--- config.mk ---
export PLATFORM = sky130hd
export DESIGN_NAME = dynamic_header_remover_flat
export DESIGN_NICKNAME = d
export VERILOG_FILES = /design/src/rtl/dynamic_header_remover_if.sv /design/src/rtl/dynamic_header_remover.sv /design/src/flat_wrapper.sv
export SDC_FILE = /design/constraint.sdc
export NUM_CORES = 1
export LEC_CHECK = 0
export ABC_AREA = 1
export ABC_CLOCK_PERIOD_IN_PS = 2590
export BUFFER_PORTS_ARGS = -buffer_cell sky130_fd_sc_hd__buf_2
export CAP_MARGIN = 5
export CORE_MARGIN = 4
export CORE_UTILIZATION = 43
export DETAILED_ROUTE_END_ITERATION = 10
export GPL_ROUTABILITY_DRIVEN = 0
export PLACE_DENSITY = 0.65
export SYNTH_ARGS = -nofsm -noshare
export SYNTH_HDL_FRONTEND = slang
export SYNTH_SLANG_ARGS = --single-unit
--- constraint.sdc ---
create_clock -name clk -period 2.59 [get_ports clk]
set_input_delay 0 -clock clk [delete_from_list [all_inputs] [get_ports clk]]
set_output_delay 0 -clock clk [all_outputs]
set_load 0.005 [all_outputs]
--- src/rtl/dynamic_header_remover_if.sv ---
// -----------------------------------------------------------------------------
// avalon_st_if
//   Avalon-ST packet interface used by dynamic_header_remover.
//   data  : DATA_W bits, the first byte is in the MSBs
//   valid : beat qualifier
//   sop   : start of packet
//   eop   : end of packet
//   empty : number of invalid bytes at the LSB end; meaningful only on eop
//   rdy   : driven by the sink
// -----------------------------------------------------------------------------
interface avalon_st_if #(
   parameter int DATA_W  = 32,
   parameter int EMPTY_W = 2
);
   logic [DATA_W-1:0]  data;
   logic               valid;
   logic               sop;
   logic               eop;
   logic [EMPTY_W-1:0] empty;
   logic               rdy;

   modport master (output data, valid, sop, eop, empty, input rdy);
   modport slave  (input data, valid, sop, eop, empty, output rdy);
endinterface

--- src/rtl/dynamic_header_remover.sv ---
// -----------------------------------------------------------------------------
// dynamic_header_remover
//   Strips a per-packet, byte-granular header of hdr_len bytes from the front
//   of an Avalon-ST packet, realigns the remaining payload to word boundaries
//   and regenerates sop/eop/empty. Output is registered (1 cycle latency).
//
// Ports
//   clk         : clock
//   rst         : asynchronous, active-high reset
//   msg_in_st   : input packet (slave); rdy is driven here
//   hdr_len     : header bytes to strip, sampled on the accepted sop beat
//   msg_out_st  : stripped packet (master); rdy comes from the sink
//   drop_cnt    : (optional) saturating count of dropped runt packets
//
// Build option
//   DYNAMIC_HEADER_REMOVER_DROP_CNT_EN : adds the drop_cnt output and counter.
// -----------------------------------------------------------------------------
module dynamic_header_remover #(
   parameter int DATA_WIDTH_IN_BYTES = 4,
   parameter int HDR_LEN_WIDTH       = 8
) (
   input  logic                     clk,
   input  logic                     rst,
   avalon_st_if.slave               msg_in_st,
   input  logic [HDR_LEN_WIDTH-1:0] hdr_len,
   avalon_st_if.master              msg_out_st
`ifdef DYNAMIC_HEADER_REMOVER_DROP_CNT_EN
   ,
   output logic [15:0]              drop_cnt
`endif
);
   localparam int W  = DATA_WIDTH_IN_BYTES;
   localparam int DW = W * 8;
   localparam int EW = $clog2(W);

   // FIRST handles the word holding the last header bytes (the first partial word).
   typedef enum logic [2:0] {IDLE, SKIP, FIRST, ALIGN, FLUSH, PASS} state_t;

   state_t                   state_q, state_d;
   logic [HDR_LEN_WIDTH-1:0] skip_q, skip_d;
   logic [EW-1:0]            shift_q, shift_d;
   logic [EW-1:0]            flush_empty_q, flush_empty_d;
   logic [DW-1:0]            carry_q, carry_d;      // left-aligned leftover payload bytes
   logic                     first_out_q, first_out_d;
   logic [DW-1:0]            out_data_q, out_data_d;
   logic                     out_valid_q, out_valid_d;
   logic                     out_sop_q, out_sop_d;
   logic                     out_eop_q, out_eop_d;
   logic [EW-1:0]            out_empty_q, out_empty_d;

   logic                     out_adv;
   logic                     in_rdy;
   logic                     in_fire;
   logic                     runt;
   logic                     do_first;
   logic [HDR_LEN_WIDTH-1:0] hdr_skip;
   logic [DW-1:0]            in_data;
   int                       in_bytes;

   // Output register may load whenever it is empty or being drained.
   assign out_adv  = !out_valid_q || msg_out_st.rdy;
   assign in_rdy   = out_adv && (state_q != FLUSH) && !rst;
   assign in_fire  = msg_in_st.valid && in_rdy;
   assign hdr_skip = hdr_len >> EW;
   assign in_bytes = msg_in_st.eop ? (W - int'(msg_in_st.empty)) : W;
   // Invalid lanes on eop are zeroed so they become the zero pad of the output.
   assign in_data  = msg_in_st.eop ? (msg_in_st.data & ({DW{1'b1}} << (8 * msg_in_st.empty)))
                                   : msg_in_st.data;

   // NOTE: every always_comb output gets a default first so no latch is inferred.
   always_comb begin
      state_d       = state_q;
      skip_d        = skip_q;
      shift_d       = shift_q;
      flush_empty_d = flush_empty_q;
      carry_d       = carry_q;
      first_out_d   = first_out_q;
      out_data_d    = out_data_q;
      out_valid_d   = out_valid_q;
      out_sop_d     = out_sop_q;
      out_eop_d     = out_eop_q;
      out_empty_d   = out_empty_q;
      runt          = 1'b0;
      do_first      = 1'b0;

      if (out_adv) out_valid_d = 1'b0;

      if (state_q == FLUSH) begin
         if (out_adv) begin
            out_valid_d = 1'b1;
            out_sop_d   = 1'b0;
            out_eop_d   = 1'b1;
            out_empty_d = flush_empty_q;
            out_data_d  = carry_q;
            state_d     = IDLE;
         end
      end else if (in_fire) begin
         if (msg_in_st.sop) begin
            // A sop in any state restarts header parsing; a packet in flight is abandoned.
            skip_d      = hdr_skip;
            shift_d     = hdr_len[EW-1:0];
            first_out_d = 1'b0;
            if (hdr_skip != '0) begin
               if (msg_in_st.eop) begin
                  runt = 1'b1;
               end else begin
                  skip_d  = hdr_skip - 1'b1;
                  state_d = (hdr_skip == HDR_LEN_WIDTH'(1)) ? FIRST : SKIP;
               end
            end else begin
               do_first = 1'b1;
            end
         end else begin
            case (state_q)
               SKIP: begin
                  if (msg_in_st.eop) begin
                     runt = 1'b1;
                  end else begin
                     skip_d = skip_q - 1'b1;
                     if (skip_q == HDR_LEN_WIDTH'(1)) state_d = FIRST;
                  end
               end
               FIRST: do_first = 1'b1;
               ALIGN: begin
                  out_valid_d = 1'b1;
                  out_sop_d   = first_out_q;
                  out_data_d  = carry_q | (in_data >> (8 * (W - int'(shift_q))));
                  out_eop_d   = 1'b0;
                  out_empty_d = '0;
                  first_out_d = 1'b0;
                  carry_d     = in_data << (8 * int'(shift_q));
                  if (msg_in_st.eop) begin
                     if (in_bytes <= int'(shift_q)) begin
                        out_eop_d   = 1'b1;
                        out_empty_d = EW'(int'(shift_q) - in_bytes);
                        state_d     = IDLE;
                     end else begin
                        flush_empty_d = EW'(W - in_bytes + int'(shift_q));
                        state_d       = FLUSH;
                     end
                  end
               end
               PASS: begin
                  out_valid_d = 1'b1;
                  out_sop_d   = 1'b0;
                  out_eop_d   = msg_in_st.eop;
                  out_empty_d = msg_in_st.eop ? msg_in_st.empty : '0;
                  out_data_d  = msg_in_st.data;
                  if (msg_in_st.eop) state_d = IDLE;
               end
               default: ;  // stray non-sop beats outside a packet are discarded
            endcase
         end

         if (do_first) begin
            if (shift_d == '0) begin
               out_valid_d = 1'b1;
               out_sop_d   = 1'b1;
               out_eop_d   = msg_in_st.eop;
               out_empty_d = msg_in_st.eop ? msg_in_st.empty : '0;
               out_data_d  = msg_in_st.data;
               state_d     = msg_in_st.eop ? IDLE : PASS;
            end else begin
               carry_d     = in_data << (8 * int'(shift_d));
               first_out_d = 1'b1;
               if (msg_in_st.eop) begin
                  if (in_bytes <= int'(shift_d)) begin
                     runt = 1'b1;
                  end else begin
                     out_valid_d = 1'b1;
                     out_sop_d   = 1'b1;
                     out_eop_d   = 1'b1;
                     out_empty_d = EW'(W - in_bytes + int'(shift_d));
                     out_data_d  = in_data << (8 * int'(shift_d));
                     first_out_d = 1'b0;
                     state_d     = IDLE;
                  end
               end else begin
                  state_d = ALIGN;
               end
            end
         end
      end

      if (runt) state_d = IDLE;
   end

   // NOTE: sequential state uses non-blocking assignments so all registers
   // update together from the values present before the edge.
   always_ff @(posedge clk or posedge rst) begin
      if (rst) begin
         state_q       <= IDLE;
         skip_q        <= '0;
         shift_q       <= '0;
         flush_empty_q <= '0;
         carry_q       <= '0;
         first_out_q   <= 1'b0;
         out_data_q    <= '0;
         out_valid_q   <= 1'b0;
         out_sop_q     <= 1'b0;
         out_eop_q     <= 1'b0;
         out_empty_q   <= '0;
      end else begin
         state_q       <= state_d;
         skip_q        <= skip_d;
         shift_q       <= shift_d;
         flush_empty_q <= flush_empty_d;
         carry_q       <= carry_d;
         first_out_q   <= first_out_d;
         out_data_q    <= out_data_d;
         out_valid_q   <= out_valid_d;
         out_sop_q     <= out_sop_d;
         out_eop_q     <= out_eop_d;
         out_empty_q   <= out_empty_d;
      end
   end

   assign msg_in_st.rdy    = in_rdy;
   assign msg_out_st.data  = out_data_q;
   assign msg_out_st.valid = out_valid_q;
   assign msg_out_st.sop   = out_sop_q;
   assign msg_out_st.eop   = out_eop_q;
   assign msg_out_st.empty = out_empty_q;

`ifdef DYNAMIC_HEADER_REMOVER_DROP_CNT_EN
   logic [15:0] drop_cnt_q;

   always_ff @(posedge clk or posedge rst) begin
      if (rst)                               drop_cnt_q <= '0;
      else if (runt && drop_cnt_q != '1)     drop_cnt_q <= drop_cnt_q + 16'd1;
   end

   assign drop_cnt = drop_cnt_q;
`endif

endmodule

--- src/flat_wrapper.sv ---
// flat-port wrapper written by rule: the top's interface ports become plain ports
module dynamic_header_remover_flat 
#(
   parameter int DATA_WIDTH_IN_BYTES = 4,
   parameter int HDR_LEN_WIDTH       = 8
)
  (clk, rst, hdr_len, msg_in_st_data, msg_in_st_valid, msg_in_st_sop, msg_in_st_eop, msg_in_st_empty, msg_in_st_rdy, msg_out_st_data, msg_out_st_valid, msg_out_st_sop, msg_out_st_eop, msg_out_st_empty, msg_out_st_rdy);
  avalon_st_if #(.DATA_W(32), .EMPTY_W(2)) msg_in_st_i ();
  avalon_st_if #(.DATA_W(32), .EMPTY_W(2)) msg_out_st_i ();
  input  logic clk;
  input  logic rst;
  input  logic [HDR_LEN_WIDTH-1:0] hdr_len;
  input wire logic [$bits(msg_in_st_i.data)-1:0] msg_in_st_data;
  input wire logic [$bits(msg_in_st_i.valid)-1:0] msg_in_st_valid;
  input wire logic [$bits(msg_in_st_i.sop)-1:0] msg_in_st_sop;
  input wire logic [$bits(msg_in_st_i.eop)-1:0] msg_in_st_eop;
  input wire logic [$bits(msg_in_st_i.empty)-1:0] msg_in_st_empty;
  output wire logic [$bits(msg_in_st_i.rdy)-1:0] msg_in_st_rdy;
  output wire logic [$bits(msg_out_st_i.data)-1:0] msg_out_st_data;
  output wire logic [$bits(msg_out_st_i.valid)-1:0] msg_out_st_valid;
  output wire logic [$bits(msg_out_st_i.sop)-1:0] msg_out_st_sop;
  output wire logic [$bits(msg_out_st_i.eop)-1:0] msg_out_st_eop;
  output wire logic [$bits(msg_out_st_i.empty)-1:0] msg_out_st_empty;
  input wire logic [$bits(msg_out_st_i.rdy)-1:0] msg_out_st_rdy;
  assign msg_in_st_i.data = msg_in_st_data;
  assign msg_in_st_i.valid = msg_in_st_valid;
  assign msg_in_st_i.sop = msg_in_st_sop;
  assign msg_in_st_i.eop = msg_in_st_eop;
  assign msg_in_st_i.empty = msg_in_st_empty;
  assign msg_in_st_rdy = msg_in_st_i.rdy;
  assign msg_out_st_data = msg_out_st_i.data;
  assign msg_out_st_valid = msg_out_st_i.valid;
  assign msg_out_st_sop = msg_out_st_i.sop;
  assign msg_out_st_eop = msg_out_st_i.eop;
  assign msg_out_st_empty = msg_out_st_i.empty;
  assign msg_out_st_i.rdy = msg_out_st_rdy;
  dynamic_header_remover #(.DATA_WIDTH_IN_BYTES(DATA_WIDTH_IN_BYTES), .HDR_LEN_WIDTH(HDR_LEN_WIDTH)) u_core (.clk(clk), .rst(rst), .msg_in_st(msg_in_st_i), .hdr_len(hdr_len), .msg_out_st(msg_out_st_i));
endmodule
**Word-level counts from Yosys, hierarchy flattened**

Cells that the tools add are included.

- Reductions and logical operators: 17
- Multiplexer cells: 105
- Add/sub/neg operators: 8
- Equality and inequality tests: 11
- Order comparisons: 2
- Bitwise gates (word level): 5
- Shift operators: 4

Operators by type and width:

| operator | count |
|---|---|
| $mux W32 | 14 |
| $le A32 B3 Y1 | 2 |
| $pmux W32 S2 | 1 |
| $shl A32 B5 Y32 | 2 |
| $mux W3 | 17 |
| $mux W1 | 49 |
| $mux W8 | 5 |
| $and A32 B32 Y32 | 1 |
| $or A32 B32 Y32 | 1 |
| $shl A32 B5 Y32 const A | 1 |
| $shr A32 B32 Y32 | 1 |
| $mux W2 | 15 |
| $pmux W3 S3 | 1 |
| $eq A8 B1 Y1 const B | 1 |
| $reduce_bool A8 Y1 | 1 |
| $sub A3 B2 Y4 const A | 2 |
| $sub A8 B1 Y8 const B | 1 |
| $sub A6 B1 Y7 const B | 1 |
| $eq A3 B2 Y1 const B | 2 |
| $eq A3 B3 Y1 const B | 2 |
| $eq A6 B1 Y1 const B | 1 |
| $reduce_and A2 Y1 | 3 |
| $reduce_and A6 Y1 | 1 |
| $add A2 B2 Y2 | 2 |
| 18 further kinds | 25 |

- Word-level logic and storage cells: 163
- Output and inout port bits: 38
- Input bits: 48
- Flip-flop bits (word level): 85

**Depth between registers and ports, before layout**

- Depth in word-level cells: 16
- Mapped depth: 19
- Depth with buffers taken out: 16

**Least setup slack after synthesis**

OpenSTA, ideal clock, no wires.

- Kind: input-to-reg
- From: input rst
- To: register u_core.carry_q[17]
- Setup time: 0.127 ns
- Stages on the path: 7
- Arrival: 3.093 ns
- Path slack: -0.630 ns
- Buffers on the path: 1
- Data required time: 2.463 ns
- Path through: inv_1 -> nand4_2 -> nor2_2 -> inv_1 -> buf_2 -> a21oi_1 -> o22ai_1

- Cells in the longest elaborated chain, start to end: 4

RTL lines:

| what | RTL line | text |
|---|---|---|
| from (decl) | flat_wrapper.sv:11 | `input logic rst;` |
| $logic_not A1 Y1 | dynamic_header_remover.sv:62 | `assign in_rdy = out_adv && (state_q != FLUSH) && !rst;` |
| $logic_and A1 B1 Y1 | dynamic_header_remover.sv:62 |  |
| $logic_and A1 B1 Y1 | dynamic_header_remover.sv:63 | `assign in_fire = msg_in_st.valid && in_rdy;` |
| $reduce_and A2 Y1 (no source line) | n/a |  |
| to (signal assigned) | dynamic_header_remover.sv:208 | `carry_q <= carry_d;` |
| to (decl) | dynamic_header_remover.sv:43 | `logic [DW-1:0] carry_q, carry_d;` |

Every way passes these cells.
A chain may end at the register's enable or synchronous reset.

**Final worst setup path**

- From: register u_core.shift_q[1]
- To: register u_core.out_data_q[20], in the netlist u_core.msg_out_st.data[20]

- Cells in the longest elaborated chain, start to end: 11
- Elaborated cells between the ends (all ways): 17
- Those cells by class: add/sub (1); order compare (1); shift (2); mux (11); bitwise (1); reduce/logical (1)

RTL lines:

| what | RTL line | text |
|---|---|---|
| from (decl) | dynamic_header_remover.sv:41 | `logic [EW-1:0] shift_q, shift_d;` |
| from (signal assigned) | dynamic_header_remover.sv:206 | `shift_q <= shift_d;` |
| $sub A3 B2 Y4 | dynamic_header_remover.sv:127 | `out_data_d = carry_q \| (in_data >> (8 * (W - int'(shift_q))));` |
| $shr A32 B32 Y32 | dynamic_header_remover.sv:127 |  |
| $or A32 B32 Y32 | dynamic_header_remover.sv:127 |  |
| $pmux W32 S2 | dynamic_header_remover.sv:114 | `case (state_q)` |
| $mux W32 | dynamic_header_remover.sv:98 | `if (msg_in_st.sop) begin` |
| $mux W32 | dynamic_header_remover.sv:167 | `if (in_bytes <= int'(shift_d)) begin` |
| $mux W32 | dynamic_header_remover.sv:166 | `if (msg_in_st.eop) begin` |
| $mux W32 | dynamic_header_remover.sv:156 | `if (shift_d == '0) begin` |
| $mux W32 (*) | dynamic_header_remover.sv:155 | `if (do_first) begin` |
| $mux W32 (*) | dynamic_header_remover.sv:97 | `end else if (in_fire) begin` |
| $mux W32 (*) | dynamic_header_remover.sv:88 | `if (state_q == FLUSH) begin` |
| to (signal assigned) | dynamic_header_remover.sv:210 | `out_data_q <= out_data_d;` |
| to (decl) | dynamic_header_remover.sv:45 | `logic [DW-1:0] out_data_q, out_data_d;` |

Every way passes the cells marked *; elsewhere a longest branch is shown, timed or not. The select of a mux whose other input is x is not followed.

==> results.md <==
* Routed len/inst at ~19 µm
* Non-filler cells, final at about 1600
* Worst path arrival time at around 2600 ps
* Antenna cells at 0
* Final number of hold-violating endpoints at 0
* Filler Cell Count at ~1900
* Clk_lat worst skew at 360 ps
* Core Footprint at 0.01748 mm²
* Lkg Pwr at 0.004799 µW
* Clock root buffer: clkbuf_16
* All-Layer GR Usage at 0.3064
* Die height at ~140 µm
* Synthesis-to-finish area growth at 14.28%
* Sequential power share at 0.235
* CTS tree: done
* Max-slew violation count at 0
* Gate power share at 0.585
* Type of origin of the critical path: flop
* I/O Pins at 86
* Iter 0 DRT Violations at 1165
* Residual DRC at 0
* CTS max path bufs at 2
* Max Fclk at between 0.4 and 0.5 GHz
* Post-synth EDFFs at 0
* Synth Register Bits at 85
* Die extent in x at 142.4 µm
* Run status: complete, no violations
* Post-CTS Resized at 0
* Routed WL at between 30 and 40 mm
* Post-synthesis sequential area ratio at 0.2739
* Routed Antenna Nets at 0
* Reg area at 0.002127 mm²
* Via count at 9469
* Switching pwr at 4358 µW
* Post-DR vias/cell at 5.799
* Clk_skew at slightly above 10 ps
* DP HPWL at 21.64 mm
* Setup TNS at 0 ps
* H-tree depth at 3
* Pwr dens at 985.9 mW/mm²
* Synth unique cells at 42
* Drt first pass iters at 6
* Area leader, netlist: dfrtp_1
* Global route total overflow at 0
* Mapped cell area at just under 0.008 mm²
* Synth warnings at 0
* Multi-input logic area at 0.004813 mm²
* Crit Path Class: reg -> reg
* Num rows at 48
* RSZ-0062 raised after global routing: false
* DIE AREA at 0.02027 mm²
* Initial core utilization at 0.4443
* Antenna violations before repair at 0
* WP data required at 2850 ps
* Dpl cells at approximately 1600
* Top FF cell, synth: dfrtp_1
* Number of clock sinks at 85
* Clock transition at the registers of the reported paths at around 70 ps
* Top-count cell post-synth: nand2_1
* Most frequent cells after synthesis: 486 x nand2_1, 127 x inv_1, 124 x nor2_1, 110 x o21ai_0, 96 x a21oi_1
* Vias in the first global route at 9023
* Max rail drop VDD at around 0.46 mV
* Area fraction of the dominant cell type after synthesis at 0.2739
* Crit-path max FO at 16
* Internal power at 4391 µW
* Crit path time final at 2378 ps
* Syn avg cell area at between 5 and 6 µm²
* Cell count after synthesis at about 1300
* Pin count of the biggest net entering global routing at 69
* Async S/R FF share, synth at 1.000
* Period utilization at 0.9180
* Slew @ Worst Pin at between 800 and 900 ps
* Layout cells sized above 1 at 0.1257
* Total CTS buffers at 9
* Max cap viols at 0
* Hold Path Class: in -> reg
* Syn nets at 1388
* First-pass GRT wire length at 48.99 mm
* Ranking of synthesized cells by area: dfrtp_1 27%, nand2_1 23%, o21ai_0 7.1%
* Sw frac at 0.4981
* Net count, final at approximately 1500
* Max_slew headroom at 0.4637
* Fin util at 0.5077
* Clock group share of total power at 0.180
* Crit end category: flop
* Port bufs at 85
* Final setup fails at 0
==> routing by layer <==
metal | up-vias | part of all wire | GRT usage
met1 | 4362 | 0.41 | 0.4114
met2 | 540 | 0.45 | 0.4785
li1 | 4455 | - | -
met3 | 112 | 0.086 | 0.04066
met4 | 0 | 0.053 | 0.1676
met5 | - | 0 | 0
==> power groups by stage <==
| stage | logic (µW) | registers, µW | clock network, µW |
|---|---|---|---|
| 6_report | 5120 | 2060 | 1570 |
| 5_1_grt | 5710 | 2120 | 1630 |
| 4_1_cts | 5020 | 2050 | 1590 |
| 3_3_place_gp | 4970 | 2070 | 0 |
| 3_5_place_dp | 4980 | 2070 | 0 |
| 2_1_floorplan | 3490 | 2010 | 0 |
==> worst paths after layout <==
check	start	to	slack (ps)	depth (start not counted)
worst max-delay path	u_core.shift_q[1]	u_core.msg_out_st.data[20]	210	14
worst min-delay path	msg_out_st_rdy	u_core.msg_out_st.valid	20	4
worst max register to register	u_core.shift_q[1]	u_core.msg_out_st.data[20]	210	14
worst min register to register	u_core.flush_empty_q[0]	u_core.flush_empty_q[0]	490	2
max in group asynchronous	rst	u_core.msg_out_st.data[10]	1070	5
min in group asynchronous	rst	u_core.msg_out_st.data[22]	350	4
==> metrics by stage <==
stage / cell area, µm² / setup slack [ps] / hold WS [ps] / power (µW)
6_report: 8874 / 212.4 / 20.31 / 8749
5_1_grt: 8874 / 32.28 / 40.58 / 9457
4_1_cts: 8851 / 159.1 / 14.59 / 8657
3_5_place_dp: 8489 / 213.7 / 203.7 / 7054
3_3_place_gp: 8489 / 291.7 / 195.8 / 7038
2_1_floorplan: 7777 / 58.57 / 36.46 / 5504
==> cell type report <==
class                   instances  area share
multi-input cells            1038      0.5424
clock buffers                  12     0.02778
clock inverters                 4     0.01072
well taps                     225     0.03173
flip-flops and latches         85      0.2397
repair buffers                131     0.08883
inverters                     138     0.05880
==> repair_timing <==
item,4_1_cts,5_1_grt
hold buffers,2,0
endpoints found under the setup margin,0,6
buffers inserted,0,3
endpoints found under the hold margin,32,0
==> worst max-delay path, stage by stage (launching register included) <==
cell and delay (ps):
dfrtp_1 420, inv_2 100, nand2_1 150, o21ai_4 80, ha_1 300, nand2_1 50, nand3_1 110, nand3_2 220
nor2_4 250, nor2_2 60, buf_4 210, o21ai_0 120, nand2_1 80, nand2_1 60, nand2_1 40
==> state kept, by name, summed over array words and instances, names as in the netlist <==
| name | count |
|---|---|
| u_core.msg_out_st.eop | 1 |
| u_core.carry_q | 32 |
| u_core.state_q | 3 |
| u_core.msg_out_st.sop | 1 |
| u_core.msg_out_st.valid | 1 |
| u_core.skip_q | 8 |
| u_core.msg_out_st.data | 32 |
| u_core.msg_out_st.empty | 2 |
| u_core.first_out_q | 1 |
| u_core.shift_q | 2 |
| u_core.flush_empty_q | 2 |
==> placed cells by master, fill, tap and decap left out, drive strengths merged <==
| master | instances |
|---|---|
| o211ai | 11 |
| buf | 129 |
| clkinvlp | 1 |
| dlygate4sd3 | 2 |
| o22ai | 18 |
| and3 | 1 |
| a32oi | 6 |
| nand4 | 6 |
| ha | 14 |
| inv | 134 |
| bufinv | 3 |
| nand3 | 96 |
| dfrtp | 85 |
| a31oi | 1 |
| o32ai | 1 |
| nor2 | 135 |
| a21oi | 97 |
| clkinv | 4 |
| o21ai | 122 |
| nand2 | 492 |
| xnor2 | 2 |
| a22o | 1 |
| xor2 | 5 |
| o221ai | 2 |
| nand3b | 1 |
| a21boi | 1 |
| o31ai | 1 |
| a22oi | 16 |
| nor3 | 9 |
| clkbuf | 12 |
==> cell families (layout without fill, tap and decap cells) <==
group           count (synthesis)  count (layout)  share of synthesized area
compound gates                277             277                     0.1982
xor+xnor                        7               7                   0.007896
fa+ha+maj                      14              14                    0.02256
buf+inv                       203             285                     0.1076
flops                          85              85                     0.2739
simple gates                  740             740                     0.3898
Note: power is estimated with default switching activity, not from simulation.
